**src/rtl/iter_comparator.sv**
```systemverilog
// rtl/iter_comparator.sv - multi-cycle chunked magnitude comparator
// Compares from the MSB chunk down and stops at the first differing chunk.
module iter_comparator #(
  parameter int WIDTH = 32,
  parameter int CHUNK = 8
) (
  input  logic             clk_i,
  input  logic             rst_ni,
  input  logic             in_valid_i,
  output logic             in_ready_o,
  input  logic [WIDTH-1:0] a_i,
  input  logic [WIDTH-1:0] b_i,
  input  logic [2:0]       op_i,
  input  logic             is_signed_i,
  output logic             out_valid_o,
  input  logic             out_ready_i,
  output logic             result_o,
  output logic             eq_o,
  output logic             gt_o,
  output logic             lt_o
);

  localparam int NCHUNK = WIDTH / CHUNK;
  localparam int IDXW   = (NCHUNK > 1) ? $clog2(NCHUNK) : 1;
  localparam logic [IDXW-1:0]  IDX_TOP  = IDXW'(NCHUNK - 1);
  localparam logic [WIDTH-1:0] MSB_MASK = WIDTH'(1) << (WIDTH - 1);

  typedef enum logic [1:0] {IDLE, BUSY, DONE} state_t;

  state_t            state_q;
  logic [WIDTH-1:0]  a_q, b_q;
  logic [2:0]        op_q;
  logic [IDXW-1:0]   idx_q;
  logic              result_q, eq_q, gt_q, lt_q;

  logic [CHUNK-1:0]  chunk_a, chunk_b;
  logic              eq_d, gt_d, lt_d, result_d;

  // Operands are shifted left each BUSY cycle, so the live chunk is always at the top.
  assign chunk_a = a_q[WIDTH-1 -: CHUNK];
  assign chunk_b = b_q[WIDTH-1 -: CHUNK];

  always_comb begin
    eq_d     = (chunk_a == chunk_b);
    gt_d     = (chunk_a >  chunk_b);
    lt_d     = (chunk_a <  chunk_b);
    result_d = 1'b0;
    case (op_q)
      3'b000:  result_d = eq_d;
      3'b001:  result_d = gt_d;
      3'b010:  result_d = lt_d;
      3'b011:  result_d = gt_d | eq_d;
      3'b100:  result_d = lt_d | eq_d;
      3'b101:  result_d = ~eq_d;
      default: result_d = 1'b0;
    endcase
  end

  always_ff @(posedge clk_i or negedge rst_ni) begin
    if (!rst_ni) begin
      state_q  <= IDLE;
      a_q      <= '0;
      b_q      <= '0;
      op_q     <= '0;
      idx_q    <= IDX_TOP;
      result_q <= 1'b0;
      eq_q     <= 1'b0;
      gt_q     <= 1'b0;
      lt_q     <= 1'b0;
    end else begin
      case (state_q)
        IDLE: begin
          if (in_valid_i) begin
            // Flipping the sign bit maps two's-complement order onto unsigned order.
            a_q     <= a_i ^ (is_signed_i ? MSB_MASK : '0);
            b_q     <= b_i ^ (is_signed_i ? MSB_MASK : '0);
            op_q    <= op_i;
            idx_q   <= IDX_TOP;
            state_q <= BUSY;
          end
        end
        BUSY: begin
          if (!eq_d || idx_q == '0) begin
            eq_q     <= eq_d;
            gt_q     <= gt_d;
            lt_q     <= lt_d;
            result_q <= result_d;
            state_q  <= DONE;
          end else begin
            a_q   <= a_q << CHUNK;
            b_q   <= b_q << CHUNK;
            idx_q <= idx_q - 1'b1;
          end
        end
        DONE: begin
          if (out_ready_i) state_q <= IDLE;
        end
        default: state_q <= IDLE;
      endcase
    end
  end

  assign in_ready_o  = (state_q == IDLE);
  assign out_valid_o = (state_q == DONE);
  assign result_o    = result_q;
  assign eq_o        = eq_q;
  assign gt_o        = gt_q;
  assign lt_o        = lt_q;

endmodule

```
**config.mk**
```make
export PLATFORM = sky130hd
export DESIGN_NAME = iter_comparator
export DESIGN_NICKNAME = d
export VERILOG_FILES = /design/src/rtl/iter_comparator.sv
export SDC_FILE = /design/constraint.sdc
export NUM_CORES = 1
export LEC_CHECK = 0
export CAP_MARGIN = 40
export CORE_MARGIN = 2
export CORE_UTILIZATION = 45
export DETAILED_ROUTE_END_ITERATION = 10
export GPL_TIMING_DRIVEN = 0
export PLACE_DENSITY = 0.76
export SLEW_MARGIN = 20
export SYNTH_ARGS = -nofsm -noshare
export SYNTH_HDL_FRONTEND = slang
export SYNTH_SLANG_ARGS = --single-unit
```
**constraint.sdc**
```tcl
create_clock -name clk_i -period 2.2 [get_ports clk_i]
set_input_delay 0.33 -clock clk_i [delete_from_list [all_inputs] [get_ports clk_i]]
set_output_delay 0.33 -clock clk_i [all_outputs]
set_load 0.005 [all_outputs]
```
==> metrics.md <==
| Metric | Value |
|---|---|
| Status | `complete, no violations` |
| Vias | `3076` |
| Worst Path Max Fanout | `10` |
| FP Rows | `32` |
| R2R depth | `8` |
| Final Hold Fails | `0` |
| Yosys cell types | `35` |
| Die width | `92.5 µm` |
| Simple-gate area share of the yosys netlist | `19.5%` |
| XOR/XNOR Fraction of Synth Area | `0.497%` |
| DRT antenna net count | `0` |
| # DRC | `0` |
| Least-Margin Pin Slew | `595 ps` |
| Total of warnings raised by yosys | `0` |
| Vias per Instance | `5.30` |
| Number of max-cap violations | `0` |
| Post-route setup TNS | `0 ps` |
| First-pass GRT wire length | `15000 µm` |
| Max VDD drop | `0.545 mV` |
| Die height | `92.5 µm` |
| Drt total wl | `8850 µm` |
| Mux cell area share after synthesis | `0.320%` |
| CP Capture Type | `flop` |
| Pins Over Slew Limit | `0` |
| Diodes inserted | `0` |
| CP Class | `reg2reg` |
| Synth Instances | `383` |
| Leakage | `2.08 nW` |
| DR pass1 iterations | `5` |
| Prevailing post-synth register cell | `dfrtp_1` |
| Total track usage | `22.4%` |
| Worst Hold Class | `in2async` |
| Final Setup Violations | `0` |
| Largest net degree at the start of global routing | `46` |
| Root Driver | `clkbuf_8` |
| Tmin final | `2130 ps` |
| Syn_area_per_cell | `9.20 µm²` |
| Fmax | `469 MHz` |
| Most common cell after layout, fill and taps aside | `nand2_1` |
| Clock Pin Slew Worst Setup and Hold Paths | `80 ps` |
| CP Launch Type | `flop` |
| Setup slack after layout | `68.6 ps` |
| Clock sink count | `75` |
| Data arrival, critical path | `2350 ps` |
| Fin crit share | `96.9%` |
| Initial core utilization | `46.1%` |
| Pwr Density | `1260 mW/mm²` |
| Adder-Cell Fraction of Synth Area | `3.20%` |
| Initial antenna violation count | `0` |
| RSZ-0062 raised after global routing | `yes` |
| Pre-CTS setup slack | `-84.2 ps` |
| Yosys reg bits | `75` |
| Most frequent cells in the layout | `nand2_1 (108), clkdlybuf4s50_1 (76), dfrtp_1 (73)` |
| TritonCTS Buffers | `9` |
| Layout net count | `554` |
| Routed length per instance | `15.3 µm` |
| Iteration-0 DRC Markers | `196` |
| Syn_nets | `464` |
| Port bufs | `77` |
| CTS tree | `done` |
| Layout Skew | `9.80 ps` |
| Post-DP HPWL | `6520 µm` |
| Core area | `0.00765 mm²` |
| GRT overflow | `0` |
| Max-slew headroom | `60.3%` |
| FFs w/ async S/R, synth | `100%` |
| Skew-Pair Late Insertion Delay | `350 ps` |
| Vias in the first global route | `3153` |
| Main combinational cell family by area after synthesis | `simple AND/OR/NAND/NOR gates` |
| Area Growth Syn to Fin | `32.5%` |
| IO Pins | `78` |
| Post-synth EDFFs | `0` |
| Bufs on Longest Clock Path | `2` |
| Synth Area in Compound Gates | `16.4%` |
| GP Congestion | `0.820` |
| Req. time, crit path | `2420 ps` |
| Synth Cell Area | `0.00352 mm²` |
| H-tree levels | `3` |
| Sequential share of the synthesized area | `53.3%` |
| Die footprint | `0.00855 mm²` |
| Layout cells sized above 1 | `8.16%` |
-- cell families after synthesis --
| kind of cell | after synthesis |
|---|---|
| buf+inv | 39 |
| flops | 75 |
| simple gates | 172 |
| compound gates | 85 |
| fa+ha+maj | 9 |
| mux | 1 |
| xor+xnor | 2 |
-- state kept, by name (all words and copies together), names as in the netlist --
register,cells
a_q,32
gt_o,1
b_q,32
eq_o,1
op_q,3
idx_q,2
result_o,1
state_q,2
lt_o,1
-- critical path: stages, from the launching register on --
cell      delay [ps]
dfrtp_1          420
ha_1             300
nand4_1          150
or2_4            290
o31a_1           320
clkinv_4         130
buf_8            150
buf_6            140
a31oi_1          100
-- synth_stat cells (2+ instances only) --
cell	n	share of area (%)
buf_2	2	0.28
inv_1	11	1.2
buf_6	10	3.2
a31oi_1	47	8.3
dfrtp_1	73	52
xnor2_1	2	0.50
dfstp_2	2	1.5
and3b_1	2	0.50
a211oi_1	2	0.43
nor2b_1	2	0.36
ha_1	9	3.2
o21ai_1	2	0.28
o211ai_1	2	0.43
a21oi_1	8	1.1
nand2b_1	2	0.36
nor2_1	51	5.4
nand4_1	2	0.36
clkbuf_1	13	1.4
a22o_1	16	4.0
nand2_1	108	12
o21ai_0	3	0.43
-- path summary, 6_finish.rpt --
| path | start | slack [ps] | endpoint |
|---|---|---|---|
| min | rst_ni | 460 | a_q[5] |
| min reg2reg | b_q[0] | 500 | b_q[0] |
| max reg2reg | a_q[28] | 70 | b_q[21] |
| max in group asynchronous | rst_ni | 1170 | b_q[6] |
| max | a_q[28] | 70 | b_q[21] |
| min in group clk_i | b_q[0] | 500 | b_q[0] |
-- final cells by class --
cell class	instances	area [µm²]
fill	639	2980
tap	102	128
multi-input combinational	269	1410
inverter	12	50.0
clock buffer	10	138
sequential	75	1880
buffer	26	186
clock inverter	6	65.1
timing repair buffer	80	813
-- stage by stage --
step,cell area (µm²),util (%),instances,power [mW],hold WS [ps]
after floorplan,3520,-,383,4.01,34.4
after global placement,4420,57.8,562,4.69,462
after detailed placement,4450,58.1,563,4.81,301
after CTS,4670,61.1,580,5.92,471
after global routing,4670,61.1,580,6.37,515
final,4670,61.1,580,5.90,457
-- routing by layer --
| layer | vias to the layer above | share of wire (%) | global-route usage [%] |
|---|---|---|---|
| met5 | - | 0 | 0 |
| met4 | 0 | 1.9 | 9.08 |
| met3 | 15 | 5.4 | 3.34 |
| met2 | 108 | 48 | 37.0 |
| met1 | 1471 | 44 | 29.8 |
| li1 | 1482 | - | - |
-- report_power, final --
part           switching (mW)  total, mW  internal [mW]  leakage [nW]
registers               0.397       2.42           2.03         0.865
logic                    1.29       2.40           1.11          1.12
clock network           0.526       1.08          0.552        0.0905
total                    2.21       5.90           3.69          2.08
-- what timing repair did --
item / 4_1_cts / 5_1_grt
setup buffers: 1 / 0
endpoints found under the setup margin: 50 / 43
hold endpoints to repair: 28 / 0
hold buffers: 1 / 0
pin swaps: 3 / 1
resized for setup: 2 / 1
cloned: 0 / 0
Power figures use the tool's default switching activity.
